### src/rtl/neuron_cfg_pkg.sv
// Shared definitions for the neuron configuration path: packet layout, error codes,
// loader FSM states and parameter field widths used by both loader and neuron.
package neuron_cfg_pkg;

  localparam logic [7:0] HEADER_DEFAULT = 8'hA5;
  localparam int         PKT_LEN        = 7;

  localparam int W_WEIGHT = 3;
  localparam int W_LEAK   = 8;
  localparam int W_THR    = 8;
  localparam int W_CYC    = 4;

  localparam logic [2:0] IDX_HEADER = 3'd0;
  localparam logic [2:0] IDX_WEIGHT = 3'd1;
  localparam logic [2:0] IDX_LEAK1  = 3'd2;
  localparam logic [2:0] IDX_LEAK2  = 3'd3;
  localparam logic [2:0] IDX_THR    = 3'd4;
  localparam logic [2:0] IDX_CYC    = 3'd5;
  localparam logic [2:0] IDX_CKSUM  = 3'd6;

  typedef enum logic [1:0] {
    ERR_NONE    = 2'b00,
    ERR_CKSUM   = 2'b01,
    ERR_RANGE   = 2'b10,
    ERR_TIMEOUT = 2'b11
  } err_e;

  typedef enum logic [1:0] {
    IDLE  = 2'd0,
    RECV  = 2'd1,
    CHECK = 2'd2
  } state_e;

endpackage

### src/rtl/neuron_param_loader.sv
// Framed byte-stream loader for the ALIF dual-leak neuron parameters; a packet is
// checked for checksum and threshold range, then all fields commit on one edge.
//
// state | meaning
// IDLE  | hunting for HEADER, other bytes dropped
// RECV  | collecting B1..B6 into shadow, timeout armed
// CHECK | one cycle verdict: commit or flag error, rx_ready low
module neuron_param_loader
  import neuron_cfg_pkg::*;
#(
  parameter logic [7:0] HEADER      = HEADER_DEFAULT,
  parameter int         TIMEOUT_CYC = 255,
  parameter int         CNT_W       = 8
) (
  input  logic                clk,
  input  logic                reset,
  input  logic                rx_valid,
  input  logic [7:0]          rx_data,
  output logic                rx_ready,
  input  logic                err_clear,
  output logic [W_WEIGHT-1:0] weight_a,
  output logic [W_LEAK-1:0]   leak_rate_1,
  output logic [W_LEAK-1:0]   leak_rate_2,
  output logic [W_THR-1:0]    threshold_min,
  output logic [W_CYC-1:0]    leak_cycles_1,
  output logic [W_CYC-1:0]    leak_cycles_2,
  output logic                params_ready,
  output logic                load_busy,
  output logic                load_err,
  output logic [1:0]          err_code
);

  localparam bit               TO_EN   = (TIMEOUT_CYC != 0);
  localparam logic [CNT_W-1:0] TO_LAST = CNT_W'(TIMEOUT_CYC - 1);

  state_e              state;
  logic [2:0]          idx;
  logic [CNT_W-1:0]    cnt;
  logic [7:0]          xor_acc;
  logic [7:0]          cksum;
  logic [W_WEIGHT-1:0] sh_weight;
  logic [W_LEAK-1:0]   sh_leak1;
  logic [W_LEAK-1:0]   sh_leak2;
  logic [W_THR-1:0]    sh_thr;
  logic [W_CYC-1:0]    sh_cyc1;
  logic [W_CYC-1:0]    sh_cyc2;

  assign rx_ready  = (state != CHECK);
  assign load_busy = (state != IDLE);

  always_ff @(posedge clk) begin
    if (reset) begin
      state         <= IDLE;
      idx           <= IDX_HEADER;
      cnt           <= '0;
      xor_acc       <= '0;
      cksum         <= '0;
      sh_weight     <= '0;
      sh_leak1      <= '0;
      sh_leak2      <= '0;
      sh_thr        <= '0;
      sh_cyc1       <= '0;
      sh_cyc2       <= '0;
      weight_a      <= '0;
      leak_rate_1   <= '0;
      leak_rate_2   <= '0;
      threshold_min <= '0;
      leak_cycles_1 <= '0;
      leak_cycles_2 <= '0;
      params_ready  <= 1'b0;
      load_err      <= 1'b0;
      err_code      <= ERR_NONE;
    end else begin
      // Clear first so an error raised in the same cycle overrides it.
      if (err_clear) begin
        load_err <= 1'b0;
        err_code <= ERR_NONE;
      end
      case (state)
        IDLE: begin
          if (rx_valid && rx_data == HEADER) begin
            state   <= RECV;
            idx     <= IDX_WEIGHT;
            xor_acc <= '0;
            cnt     <= '0;
          end
        end
        RECV: begin
          if (rx_valid) begin
            cnt <= '0;
            if (idx == IDX_CKSUM) begin
              cksum <= rx_data;
              state <= CHECK;
            end else begin
              xor_acc <= xor_acc ^ rx_data;
              idx     <= idx + 3'd1;
              case (idx)
                IDX_WEIGHT: sh_weight <= rx_data[W_WEIGHT-1:0];
                IDX_LEAK1:  sh_leak1  <= rx_data;
                IDX_LEAK2:  sh_leak2  <= rx_data;
                IDX_THR:    sh_thr    <= rx_data;
                IDX_CYC:    {sh_cyc2, sh_cyc1} <= rx_data;
                default:    ;
              endcase
            end
          end else if (TO_EN) begin
            if (cnt == TO_LAST) begin
              state    <= IDLE;
              idx      <= IDX_HEADER;
              cnt      <= '0;
              load_err <= 1'b1;
              err_code <= ERR_TIMEOUT;
            end else begin
              cnt <= cnt + 1'b1;
            end
          end
        end
        CHECK: begin
          state <= IDLE;
          idx   <= IDX_HEADER;
          if (cksum != xor_acc) begin
            load_err <= 1'b1;
            err_code <= ERR_CKSUM;
          end else if (sh_thr == '0 || sh_thr[W_THR-1]) begin
            // threshold_max = 2*min must still fit in 8 bits
            load_err <= 1'b1;
            err_code <= ERR_RANGE;
          end else begin
            weight_a      <= sh_weight;
            leak_rate_1   <= sh_leak1;
            leak_rate_2   <= sh_leak2;
            threshold_min <= sh_thr;
            leak_cycles_1 <= sh_cyc1;
            leak_cycles_2 <= sh_cyc2;
            params_ready  <= 1'b1;
          end
        end
        default: begin
          state <= IDLE;
          idx   <= IDX_HEADER;
        end
      endcase
    end
  end

endmodule

### config.mk
export PLATFORM = sky130hd
export DESIGN_NAME = neuron_param_loader
export DESIGN_NICKNAME = d
export VERILOG_FILES = /design/src/rtl/neuron_cfg_pkg.sv /design/src/rtl/neuron_param_loader.sv
export SDC_FILE = /design/constraint.sdc
export NUM_CORES = 1
export LEC_CHECK = 0
export CELL_PAD_IN_SITES_DETAIL_PLACEMENT = 1
export CELL_PAD_IN_SITES_GLOBAL_PLACEMENT = 1
export CORE_MARGIN = 2
export CORE_UTILIZATION = 30
export CTS_BUF_LIST = sky130_fd_sc_hd__clkbuf_2
export CTS_CLUSTER_DIAMETER = 150
export DETAILED_ROUTE_END_ITERATION = 8
export PLACE_DENSITY_LB_ADDON = 0.1
export SYNTH_ARGS = -nofsm -noshare
export SYNTH_HDL_FRONTEND = slang
export SYNTH_SLANG_ARGS = --single-unit
### constraint.sdc
create_clock -name clk -period 3.2 [get_ports clk]
set_input_delay 0.64 -clock clk [delete_from_list [all_inputs] [get_ports clk]]
set_output_delay 0.64 -clock clk [all_outputs]
set_load 0.01 [all_outputs]
==> results.md, run 1 <==
| Stage | Result | This run |
| --- | --- | --- |
| setup path | Worst setup path category | reg2out |
| global routing | Total congestion overflow after global routing | 0 |
| route | Post-DR wirelength/cell | 15.8 um |
| synth | Post-synth EDFFs | 0 |
| route | Residual antenna-violating net count after detailed routing | 0 |
| global routing | Global routing usage summed across all routing layers | 15.7% |
| power and ir drop | Static power due to leakage | 1.90 nW |
| route | Final wirelength | 12100 um |
| floorplan | Die footprint | 16300 um^2 |
| setup path | Critical Path Source Type | register |
| setup path | Worst path most repeated cell | sky130_fd_sc_hd__inv_1 |
| global routing | Largest net degree at the start of global routing | 60 |
| synth | Synth area leader | sky130_fd_sc_hd__dfxtp_1 |
| timing | Slew margin rel. | 52.6% |
| setup path | Cells along the critical path | inv_1, ha_1, inv_1, clkdlybuf4s50_1 |
| clock network | Hold buffers post-CTS | 0 |
| cells and area | Net total in the final layout | 594 |
| cells and area | Fillers | 1758 |
| route | Number of remaining DRC errors | 0 |
| setup path | Combined buffer and inverter count along the critical path | 3 |
| floorplan | Number of placed I/O pins | 53 |
| cells and area | Area growth from synthesis to final layout | 18.7% |
| floorplan | Die width | 128 um |
| synth | Share of synthesized registers carrying an async set or reset | 0% |
| cells and area | Sequential cell area | 2060 um^2 |
| setup path | Data arrival time of the critical path | 2.10 ns |
| setup path | Worst-path maximum fanout | 9 |
| clock network | Largest buffer count on any clock path | 2 |
| synth | Post-Synthesis Net Count | 545 |
| synth | Warning count from the yosys run | 0 |
| clock network | Clock root buffer | sky130_fd_sc_hd__clkbuf_2 |
| cells and area | Total area of multi-input combinational cells | 2320 um^2 |
| timing | Setup tns final | 0 ns |
| timing | Slew at the pin closest to its max-slew limit | 0.710 ns |
| synth | Cell count after synthesis | 523 |
| synth | Number of different library cells in the post-synthesis netlist | 55 |
| route | Drt first pass iters | 4 |
| synth | Area share of the largest cell type after synthesis | 44.9% |
| placement | Quantity of I/O buffers inserted on ports | 52 |
| clock network | Number of H-tree branching levels | 3 |
| synth | Largest cells by area after synthesis | sky130_fd_sc_hd__dfxtp_1 (45%), sky130_fd_sc_hd__nand2_1 (11%), sky130_fd_sc_hd__mux2i_1 (9.4%), sky130_fd_sc_hd__a21oi_1 (4.4%), sky130_fd_sc_hd__ha_1 (2.7%) |
| power and ir drop | Pwr/cell area | 377 nW/um^2 |
| timing | Unrepaired setup endpoints after global routing | false |
| setup path | Data required time of the critical path | 2.56 ns |
| route | Routed via count | 3771 |
| setup path | CP max stage delay | 0.49 ns |
| setup path | Worst reg-to-reg setup slack | 1.10 ns |
| synth | Share of the yosys chip area belonging to registers | 44.9% |
| synth | Yosys reg bits | 103 |
| setup path | Largest delay share family, worst path | buffers and inverters |
| clock network | Clock sink count | 103 |
| cells and area | Antenna cell count | 0 |
| placement | Final Wtd Congestion | 0.772 |
| cells and area | Post-layout utilization of the core | 36.2% |
| clock network | CTS tree | done |
| floorplan | Placement row count | 45 |
| setup path | Capturing element type of the critical path | output port |
| floorplan | Y dimension of the die | 128 um |
| timing | Final Hold Violating Endpoints | 0 |
| job | Max Cap Violations | 0 |
| floorplan | Initial standard-cell utilization of the core | 30.5% |
| clock network | Source-to-sink clock delay at the later pin of the worst-skew pair | 0.61 ns |
| clock network | Number of setup buffers added after CTS | 0 |
| synth | Top_reg_cell synth | sky130_fd_sc_hd__dfxtp_1 |
| floorplan | Floorplan Core Area | 15100 um^2 |
| cells and area | Most used cells in the layout excluding fill and tap cells | sky130_fd_sc_hd__nand2_1 (131), sky130_fd_sc_hd__dfxtp_1 (103), sky130_fd_sc_hd__clkdlybuf4s50_1 (51) |
| global routing | Global-route wire length before repair | 20300 um |
| cells and area | Ratio of cells with drive above 1 in the final layout | 8.84% |
| power and ir drop | Worst IR drop on VDD | 157 uV |
| timing | Final clock skew | 0.0264 ns |
| outcome | Run status | completed |
| global routing | Number of global-route vias before repair | 3951 |
| clock network | Number of clock buffers inserted by TritonCTS | 9 |
| cells and area | Most common library cell in the layout ignoring fill and taps | sky130_fd_sc_hd__nand2_1 |
| route | Violation count after the first detailed-routing iteration | 187 |
| route | Avg Vias per Cell | 4.93 |
| global routing | Antenna violations before repair | 0 |
| placement | Hpwl dp | 8530 um |
| setup path | Slowest stage cell on the critical path | sky130_fd_sc_hd__clkdlybuf4s50_1 |
| clock network | Reg clk slew, reported paths | 0.30 ns |
| hold path | Path class of the lowest-slack min-delay path | reg2reg |
| timing | Final count of pins violating max slew | 0 |
| clock network | Post-cts resize count | 0 |
| timing | Post-layout minimum cycle time | 2.74 ns |
| timing | Highest achievable clock rate | 365 MHz |
| synth | Mean instance size in the synthesized netlist | 8.79 um^2 |
| synth | Mapped cell area | 4600 um^2 |
| timing | Ratio of final minimum period to clock period | 85.5% |
| timing | Number of endpoints failing setup at the final stage | 0 |
[tightest hold or removal path: cells and delay by family, from the launching register on]
family	cells	cell delay [ns]
flops	1	0.38
mux	1	0.05
simple gates	1	0.05
[where the power goes]
| group | total (mW) | switching [mW] | internal [mW] |
|---|---|---|---|
| Combinational | 0.178 | 0.118 | 0.0595 |
| Sequential | 1.30 | 0.00343 | 1.29 |
| Clock | 0.586 | 0.476 | 0.110 |
| Total | 2.06 | 0.598 | 1.46 |
[through the flow]
stage	power (mW)	setup slack (ns)	hold WS, ns	instance area, um^2	cells
3_5_place_dp	1.50	0.585	0.449	5350	749
5_1_grt	2.17	0.273	0.488	5460	765
6_report	2.06	0.463	0.469	5460	765
4_1_cts	2.11	0.387	0.463	5460	765
2_1_floorplan	1.42	1.25	0.436	4600	523
3_3_place_gp	1.49	0.623	0.442	5350	749
[synthesized netlist by cell type (3+ instances only)]
cell type and number:
sky130_fd_sc_hd__nand2_1 131, sky130_fd_sc_hd__dfxtp_1 103, sky130_fd_sc_hd__mux2i_1 43, sky130_fd_sc_hd__a21oi_1 40, sky130_fd_sc_hd__nand3_1 23, sky130_fd_sc_hd__nor2_1 21, sky130_fd_sc_hd__clkbuf_1 19, sky130_fd_sc_hd__inv_1 12
sky130_fd_sc_hd__nand2b_1 11, sky130_fd_sc_hd__ha_1 10, sky130_fd_sc_hd__o21ai_1 8, sky130_fd_sc_hd__o311ai_1 8, sky130_fd_sc_hd__xor2_1 8, sky130_fd_sc_hd__buf_2 7, sky130_fd_sc_hd__o21ai_0 7, sky130_fd_sc_hd__a32o_1 6
sky130_fd_sc_hd__nand4_1 5, sky130_fd_sc_hd__nor3_1 5, sky130_fd_sc_hd__nor2b_1 4, sky130_fd_sc_hd__nor3b_1 4, sky130_fd_sc_hd__a31oi_1 3, sky130_fd_sc_hd__buf_6 3, sky130_fd_sc_hd__nor4_1 3
[worst paths after layout]
| path | startpoint | to | cells past startpoint |
|---|---|---|---|
| worst max-delay path | state[1]$_SDFFE_PP0P_ | load_busy | 4 |
| worst min-delay path | sh_weight[2]$_SDFFE_PP0P_ | weight_a[2]$_SDFFE_PP0P_ | 2 |
| worst max register to register | cksum[5]$_SDFFE_PP0P_ | leak_rate_1[1]$_SDFFE_PP0P_ | 5 |
| worst min register to register | sh_weight[2]$_SDFFE_PP0P_ | weight_a[2]$_SDFFE_PP0P_ | 2 |
[registers in the layout, indices dropped and copies added (netlist names), 4 cells and up]
name	count
cksum	8
cnt	8
leak_rate_1	8
leak_rate_2	8
sh_leak1	8
sh_leak2	8
sh_thr	8
threshold_min	8
xor_acc	8
leak_cycles_1	4
leak_cycles_2	4
sh_cyc1	4
sh_cyc2	4
[layout make-up]
cell class,count,area share [%]
flip-flops and latches,103,37.8
clock buffers,9,0.826
multi-input cells,374,42.6
inverters,13,0.894
well taps,188,4.31
clock inverters,7,1.03
repair buffers,71,12.5
[per-layer routing]
layer,part of all wire [%],global-route usage [%],up-vias
li1,-,-,1897
met1,50,21.3,1810
met2,46,24.8,53
met3,3.0,3.96,11
met4,1.6,4.59,0
met5,0,0,-
[cells by family after synthesis]
family | share of synthesized area, %
fa+ha+maj | 2.72
compound gates | 13.4
buf+inv | 4.60
flops | 44.9
xor+xnor | 1.52
simple gates | 23.5
mux | 9.36
Note: power is estimated with default switching activity, not from simulation.
==> run 2: changes to the inputs <==
Settings changed: DONT_BUFFER_PORTS from default to 1, SETUP_SLACK_MARGIN from default to 0.15.
==> run 2 against run 1 <==
Combinational power fell by 30%. Clock skew rose by 0.016 ns. Highest routed layer unchanged. Sequential share of layout area rose by 4.8 points. Critical path depth fell by 1. Power fell by 0.27%. Largest cell class unchanged. Sequential power barely moved. Setup slack improved by 0.41 ns. Maximum frequency rose by 18%. Hold slack got worse by 0.40 ns.
==> results.md, run 2 (synthesis results as in run 1) <==
| Stage | Result | This run |
| --- | --- | --- |
| timing | Unrepaired setup endpoints after global routing | false |
| setup path | Worst setup path category | reg2out |
| clock network | Clock root buffer | sky130_fd_sc_hd__clkbuf_2 |
| clock network | Source-to-sink clock delay at the later pin of the worst-skew pair | 0.62 ns |
| setup path | Critical Path Source Type | register |
| cells and area | Most used cells in the layout excluding fill and tap cells | sky130_fd_sc_hd__nand2_1 (131), sky130_fd_sc_hd__dfxtp_1 (103), sky130_fd_sc_hd__mux2i_1 (43) |
| route | Drt first pass iters | 4 |
| cells and area | Total area of multi-input combinational cells | 2320 um^2 |
| power and ir drop | Worst IR drop on VDD | 150 uV |
| timing | Slew margin rel. | 40.1% |
| global routing | Total congestion overflow after global routing | 0 |
| route | Routed via count | 3614 |
| floorplan | Die width | 128 um |
| global routing | Antenna violations before repair | 1 |
| global routing | Global-route wire length before repair | 20200 um |
| outcome | Run status | completed |
| timing | Ratio of final minimum period to clock period | 72.6% |
| clock network | Number of H-tree branching levels | 3 |
| route | Post-DR wirelength/cell | 18.1 um |
| floorplan | Number of placed I/O pins | 53 |
| clock network | Number of clock buffers inserted by TritonCTS | 9 |
| clock network | Number of setup buffers added after CTS | 0 |
| timing | Final count of pins violating max slew | 0 |
| clock network | Clock sink count | 103 |
| route | Avg Vias per Cell | 5.16 |
| power and ir drop | Pwr/cell area | 424 nW/um^2 |
| cells and area | Area growth from synthesis to final layout | 5.39% |
| floorplan | Initial standard-cell utilization of the core | 30.5% |
| timing | Post-layout minimum cycle time | 2.32 ns |
| route | Final wirelength | 12700 um |
| placement | Post-Place Setup Slack | 0.978 ns |
| route | Violation count after the first detailed-routing iteration | 182 |
| route | Number of remaining DRC errors | 0 |
| cells and area | Net total in the final layout | 529 |
| clock network | Reg clk slew, reported paths | 0.26 ns |
| timing | Setup tns final | 0 ns |
| setup path | Slowest stage cell on the critical path | sky130_fd_sc_hd__ha_1 |
| clock network | CTS tree | done |
| cells and area | Sequential cell area | 2060 um^2 |
| hold path | Worst Hold Path Cells | 1 |
| setup path | Worst-path maximum fanout | 9 |
| timing | Final clock skew | 0.0422 ns |
| setup path | Data required time of the critical path | 2.56 ns |
| cells and area | Ratio of cells with drive above 1 in the final layout | 6.65% |
| setup path | Data arrival time of the critical path | 1.68 ns |
| setup path | Cell count of the worst reg-to-reg path | 5 |
| placement | Hpwl dp | 8360 um |
| global routing | Global routing usage summed across all routing layers | 16.0% |
| global routing | Number of global-route vias before repair | 3800 |
| setup path | Worst path most repeated cell | sky130_fd_sc_hd__inv_1 |
| timing | Final worst-path setup slack | 0.877 ns |
| cells and area | Fillers | 1784 |
| floorplan | Floorplan Core Area | 15100 um^2 |
| power and ir drop | Static power due to leakage | 1.66 nW |
| floorplan | Y dimension of the die | 128 um |
| timing | Highest achievable clock rate | 431 MHz |
| floorplan | Placement row count | 45 |
| route | Residual antenna-violating net count after detailed routing | 0 |
| setup path | CP max stage delay | 0.45 ns |
| placement | Quantity of I/O buffers inserted on ports | 0 |
| timing | Final Hold Violating Endpoints | 0 |
| global routing | Largest net degree at the start of global routing | 46 |
| setup path | Capturing element type of the critical path | output port |
| floorplan | Die footprint | 16300 um^2 |
| hold path | Path class of the lowest-slack min-delay path | in2reg |
| clock network | Largest buffer count on any clock path | 2 |
| timing | Number of endpoints failing setup at the final stage | 0 |
| cells and area | Most common library cell in the layout ignoring fill and taps | sky130_fd_sc_hd__nand2_1 |
| placement | Final Wtd Congestion | 0.774 |
| job | Max Cap Violations | 0 |
| setup path | Cells along the critical path | inv_1, ha_1, inv_1 |
| timing | Slew at the pin closest to its max-slew limit | 0.895 ns |
run 2: cell types whose count changed in the layout (fill, tap and decap cells not counted), sizes merged:
cell	change
inv	-1
dlygate4sd3	+1
diode	+2
bufinv	+1
clkdlybuf4s50	-51
clkbuf	+1
buf	-15
clkinvlp	-2
run 2: worst max-delay path: cells and delay by family (launching register included):
family,cells,cell delay [ns]
adder cells (fa/ha/maj),1,0.45
buffers and inverters,2,0.26
flip-flops,1,0.38
run 2: cell type report:
| class | count | area share (%) |
|---|---|---|
| multi-input combinational | 374 | 48.0 |
| sequential | 103 | 42.6 |
| tap | 188 | 4.86 |
| timing repair buffer | 6 | 1.24 |
| clock inverter | 5 | 1.21 |
| clock buffer | 10 | 1.03 |
| inverter | 13 | 1.01 |
| antenna | 2 | 0.103 |
run 2: final timing paths:
kind                            startpoint                       endpoint  slack (ns)
setup / recovery     state[1]$_SDFFE_PP0P_                      load_busy        0.88
setup reg to reg     cksum[5]$_SDFFE_PP0P_  leak_cycles_1[1]$_SDFFE_PP0P_        0.94
hold / removal                       reset         sh_thr[2]$_SDFFE_PP0P_        0.07
hold reg to reg   sh_leak1[1]$_SDFFE_PP0P_       sh_leak1[1]$_SDFFE_PP0P_        0.48
run 2: power breakdown:
part | switching, mW | total, mW | internal [mW]
clock network | 0.454 | 0.635 | 0.181
registers | 0.00311 | 1.29 | 1.29
logic | 0.0874 | 0.124 | 0.0367
total | 0.545 | 2.05 | 1.51
run 2: what timing repair did:
action | 4_1_cts | 5_1_grt
resized for setup | 0 | 0
hold buffers | 2 | 0
endpoints found under the setup margin | 0 | 0
endpoints found under the hold margin | 34 | 0
run 2: layer usage:
metal | global-route usage [%] | up-vias | share of wire (%) | wire [um]
met5 | 0 | - | 0 | 0
met4 | 6.72 | 0 | 1.9 | 246
met3 | 3.80 | 21 | 4.1 | 523
met2 | 24.9 | 56 | 46 | 5810
met1 | 21.2 | 1767 | 48 | 6070
li1 | - | 1770 | - | -
run 2: through the flow:
step           hold WS (ns)  power (mW)  utilization [%]  cells  cell area [um^2]
2_1_floorplan         0.436        1.42                -    523              4600
3_3_place_gp          0.440        1.43             31.2    682              4700
3_5_place_dp          0.444        1.43             31.2    682              4700
4_1_cts             0.00175        2.10             32.1    699              4840
5_1_grt            0.000852        2.14             32.1    701              4840
6_report             0.0719        2.05             32.1    701              4840
==> run 3: changes to the inputs <==
Clock period 3.2 ns to 2.1 ns, I/O delays scaled along.
==> run 3 against run 2 <==
Hold slack got worse by 0.023 ns. Power grew 52%. Sequential cell count unchanged. Final cell count up 3.6%. Critical path depth increased by 2. Largest cell class unchanged. Wire length up 5.5%. Sequential power is 53% higher. Register-to-register slack lost 0.72 ns. Largest power group unchanged.
==> results.md, run 3 (synthesis results as in run 1) <==
| Stage | Result | This run |
| --- | --- | --- |
| hold path | Path class of the lowest-slack min-delay path | in2reg |
| floorplan | Initial standard-cell utilization of the core | 30.5% |
| route | Routed via count | 3700 |
| cells and area | Ratio of cells with drive above 1 in the final layout | 10.8% |
| timing | Unrepaired setup endpoints after global routing | true |
| clock network | Number of H-tree branching levels | 3 |
| timing | Slew margin rel. | 67.0% |
| timing | Number of endpoints failing setup at the final stage | 0 |
| placement | Hpwl dp | 8430 um |
| route | Residual antenna-violating net count after detailed routing | 0 |
| setup path | Capturing element type of the critical path | register |
| clock network | CTS tree | done |
| setup path | Worst setup path category | reg2reg |
| clock network | Reg clk slew, reported paths | 0.30 ns |
| setup path | Slowest stage cell on the critical path | sky130_fd_sc_hd__nor4_4 |
| timing | Highest achievable clock rate | 533 MHz |
| placement | Quantity of I/O buffers inserted on ports | 0 |
| route | Drt first pass iters | 4 |
| floorplan | Floorplan Core Area | 15100 um^2 |
| timing | Final clock skew | 0.0520 ns |
| cells and area | Area growth from synthesis to final layout | 10.6% |
| placement | Final Wtd Congestion | 0.746 |
| clock network | Source-to-sink clock delay at the later pin of the worst-skew pair | 0.62 ns |
| power and ir drop | Worst IR drop on VDD | 204 uV |
| route | Post-DR wirelength/cell | 18.4 um |
| floorplan | Y dimension of the die | 128 um |
| setup path | Combined buffer and inverter count along the critical path | 1 |
| cells and area | Post-layout utilization of the core | 33.7% |
| timing | Ratio of final minimum period to clock period | 89.3% |
| timing | Final Hold Violating Endpoints | 0 |
| setup path | Data required time of the critical path | 2.66 ns |
| power and ir drop | Pwr/cell area | 613 nW/um^2 |
| clock network | Largest buffer count on any clock path | 2 |
| clock network | Clock sink count | 103 |
| setup path | CP max stage delay | 0.40 ns |
| floorplan | Number of placed I/O pins | 53 |
| job | Max Cap Violations | 0 |
| cells and area | Fillers | 1797 |
| setup path | Largest delay share family, worst path | simple AND/OR/NAND/NOR gates |
| timing | Post-layout minimum cycle time | 1.88 ns |
| global routing | Antenna violations before repair | 2 |
| global routing | Global-route wire length before repair | 21100 um |
| outcome | Run status | completed |
| clock network | Clock root buffer | sky130_fd_sc_hd__clkbuf_2 |
| route | Final wirelength | 13300 um |
| timing | Final count of pins violating max slew | 0 |
| timing | Final worst-path setup slack | 0.224 ns |
| global routing | Global routing usage summed across all routing layers | 16.9% |
| timing | Setup tns final | 0 ns |
| cells and area | Most common library cell in the layout ignoring fill and taps | sky130_fd_sc_hd__nand2_1 |
| setup path | Data arrival time of the critical path | 2.44 ns |
| placement | Post-Place Setup Slack | 0.198 ns |
| global routing | Number of global-route vias before repair | 3868 |
| cells and area | Most used cells in the layout excluding fill and tap cells | sky130_fd_sc_hd__nand2_1 (131), sky130_fd_sc_hd__dfxtp_1 (101), sky130_fd_sc_hd__mux2i_1 (43) |
| global routing | Total congestion overflow after global routing | 0 |
| floorplan | Die footprint | 16300 um^2 |
| setup path | Critical Path Source Type | register |
| route | Violation count after the first detailed-routing iteration | 150 |
| power and ir drop | Static power due to leakage | 1.78 nW |
| floorplan | Placement row count | 45 |
| global routing | Largest net degree at the start of global routing | 58 |
| route | Avg Vias per Cell | 5.10 |
| timing | Slew at the pin closest to its max-slew limit | 0.493 ns |
| cells and area | Net total in the final layout | 554 |
| route | Number of remaining DRC errors | 0 |
| power and ir drop | Design Power | 3.12 mW |
| floorplan | Die width | 128 um |
| clock network | Number of clock buffers inserted by TritonCTS | 9 |
| setup path | Cells along the critical path | xor2_1, nor4_4, and4_2, buf_12, mux2i_1 |
| setup path | Worst-path maximum fanout | 28 |
## run 3: cell types whose count changed in the layout (fill, tap and decap cells not counted), sizes merged
cell	previous run	this run
clkinv	2	1
clkbuf	10	12
inv	14	15
dlygate4sd3	1	10
buf	5	21
bufinv	1	0
diode	2	1
## run 3: through the flow
| stage | cell area (um^2) | instances | hold WS, ns |
|---|---|---|---|
| after detailed placement | 4830 | 697 | 0.445 |
| after global routing | 5080 | 726 | 0.0356 |
| after global placement | 4830 | 697 | 0.440 |
| after CTS | 5060 | 725 | 0.00117 |
| final | 5080 | 726 | 0.0492 |
| after floorplan | 4600 | 523 | 0.436 |
## run 3: worst paths after layout
| path | start | endpoint | slack, ns | cells past startpoint |
|---|---|---|---|---|
| worst max-delay path | cksum[6]$_SDFFE_PP0P_ | weight_a[0]$_SDFFE_PP0P_ | 0.22 | 5 |
| worst min-delay path | rx_data[7] | xor_acc[7]$_SDFFE_PP0P_ | 0.05 | 3 |
| worst max register to register | cksum[6]$_SDFFE_PP0P_ | weight_a[0]$_SDFFE_PP0P_ | 0.22 | 5 |
| worst min register to register | sh_leak1[7]$_SDFFE_PP0P_ | sh_leak1[7]$_SDFFE_PP0P_ | 0.47 | 2 |
## run 3: power breakdown
part	total (mW)	switching, mW	internal, mW
combinational	0.268	0.178	0.0901
clock	0.878	0.701	0.178
sequential	1.97	0.00422	1.97
## run 3: worst reg2reg max path, delay by kind of cell, from the launching register on
family	cells	cell delay (ns)
xor gates and xnor gates	1	0.19
buffers and inverters	1	0.25
DFF	1	0.39
muxes	1	0.25
and+or+nand+nor	2	0.74
## run 3: repair_timing
action,CTS,global route
hold endpoints to repair,65,0
gates cloned,0,0
hold buffers,11,0
resized for setup,3,5
endpoints found under the setup margin,2,20
pin swaps,0,2
buffers inserted,1,0
## run 3: layout make-up
class | count | area, um^2 | share of cell area [%]
multi-input cells | 374 | 2350 | 46.3
flip-flops and latches | 103 | 2060 | 40.6
repair buffers | 31 | 290 | 5.71
well taps | 188 | 235 | 4.63
clock buffers | 12 | 60.1 | 1.18
inverters | 13 | 48.8 | 0.960
clock inverters | 4 | 30.0 | 0.591
diodes | 1 | 2.50 | 0.0492
## run 3: per-layer routing
layer / share of wire, % / wire [um] / global-route usage, %
met5: 0.097 / 13 / 0
met4: 1.7 / 226 / 6.27
met3: 3.6 / 478 / 3.88
met2: 47 / 6270 / 27.5
met1: 48 / 6350 / 21.9
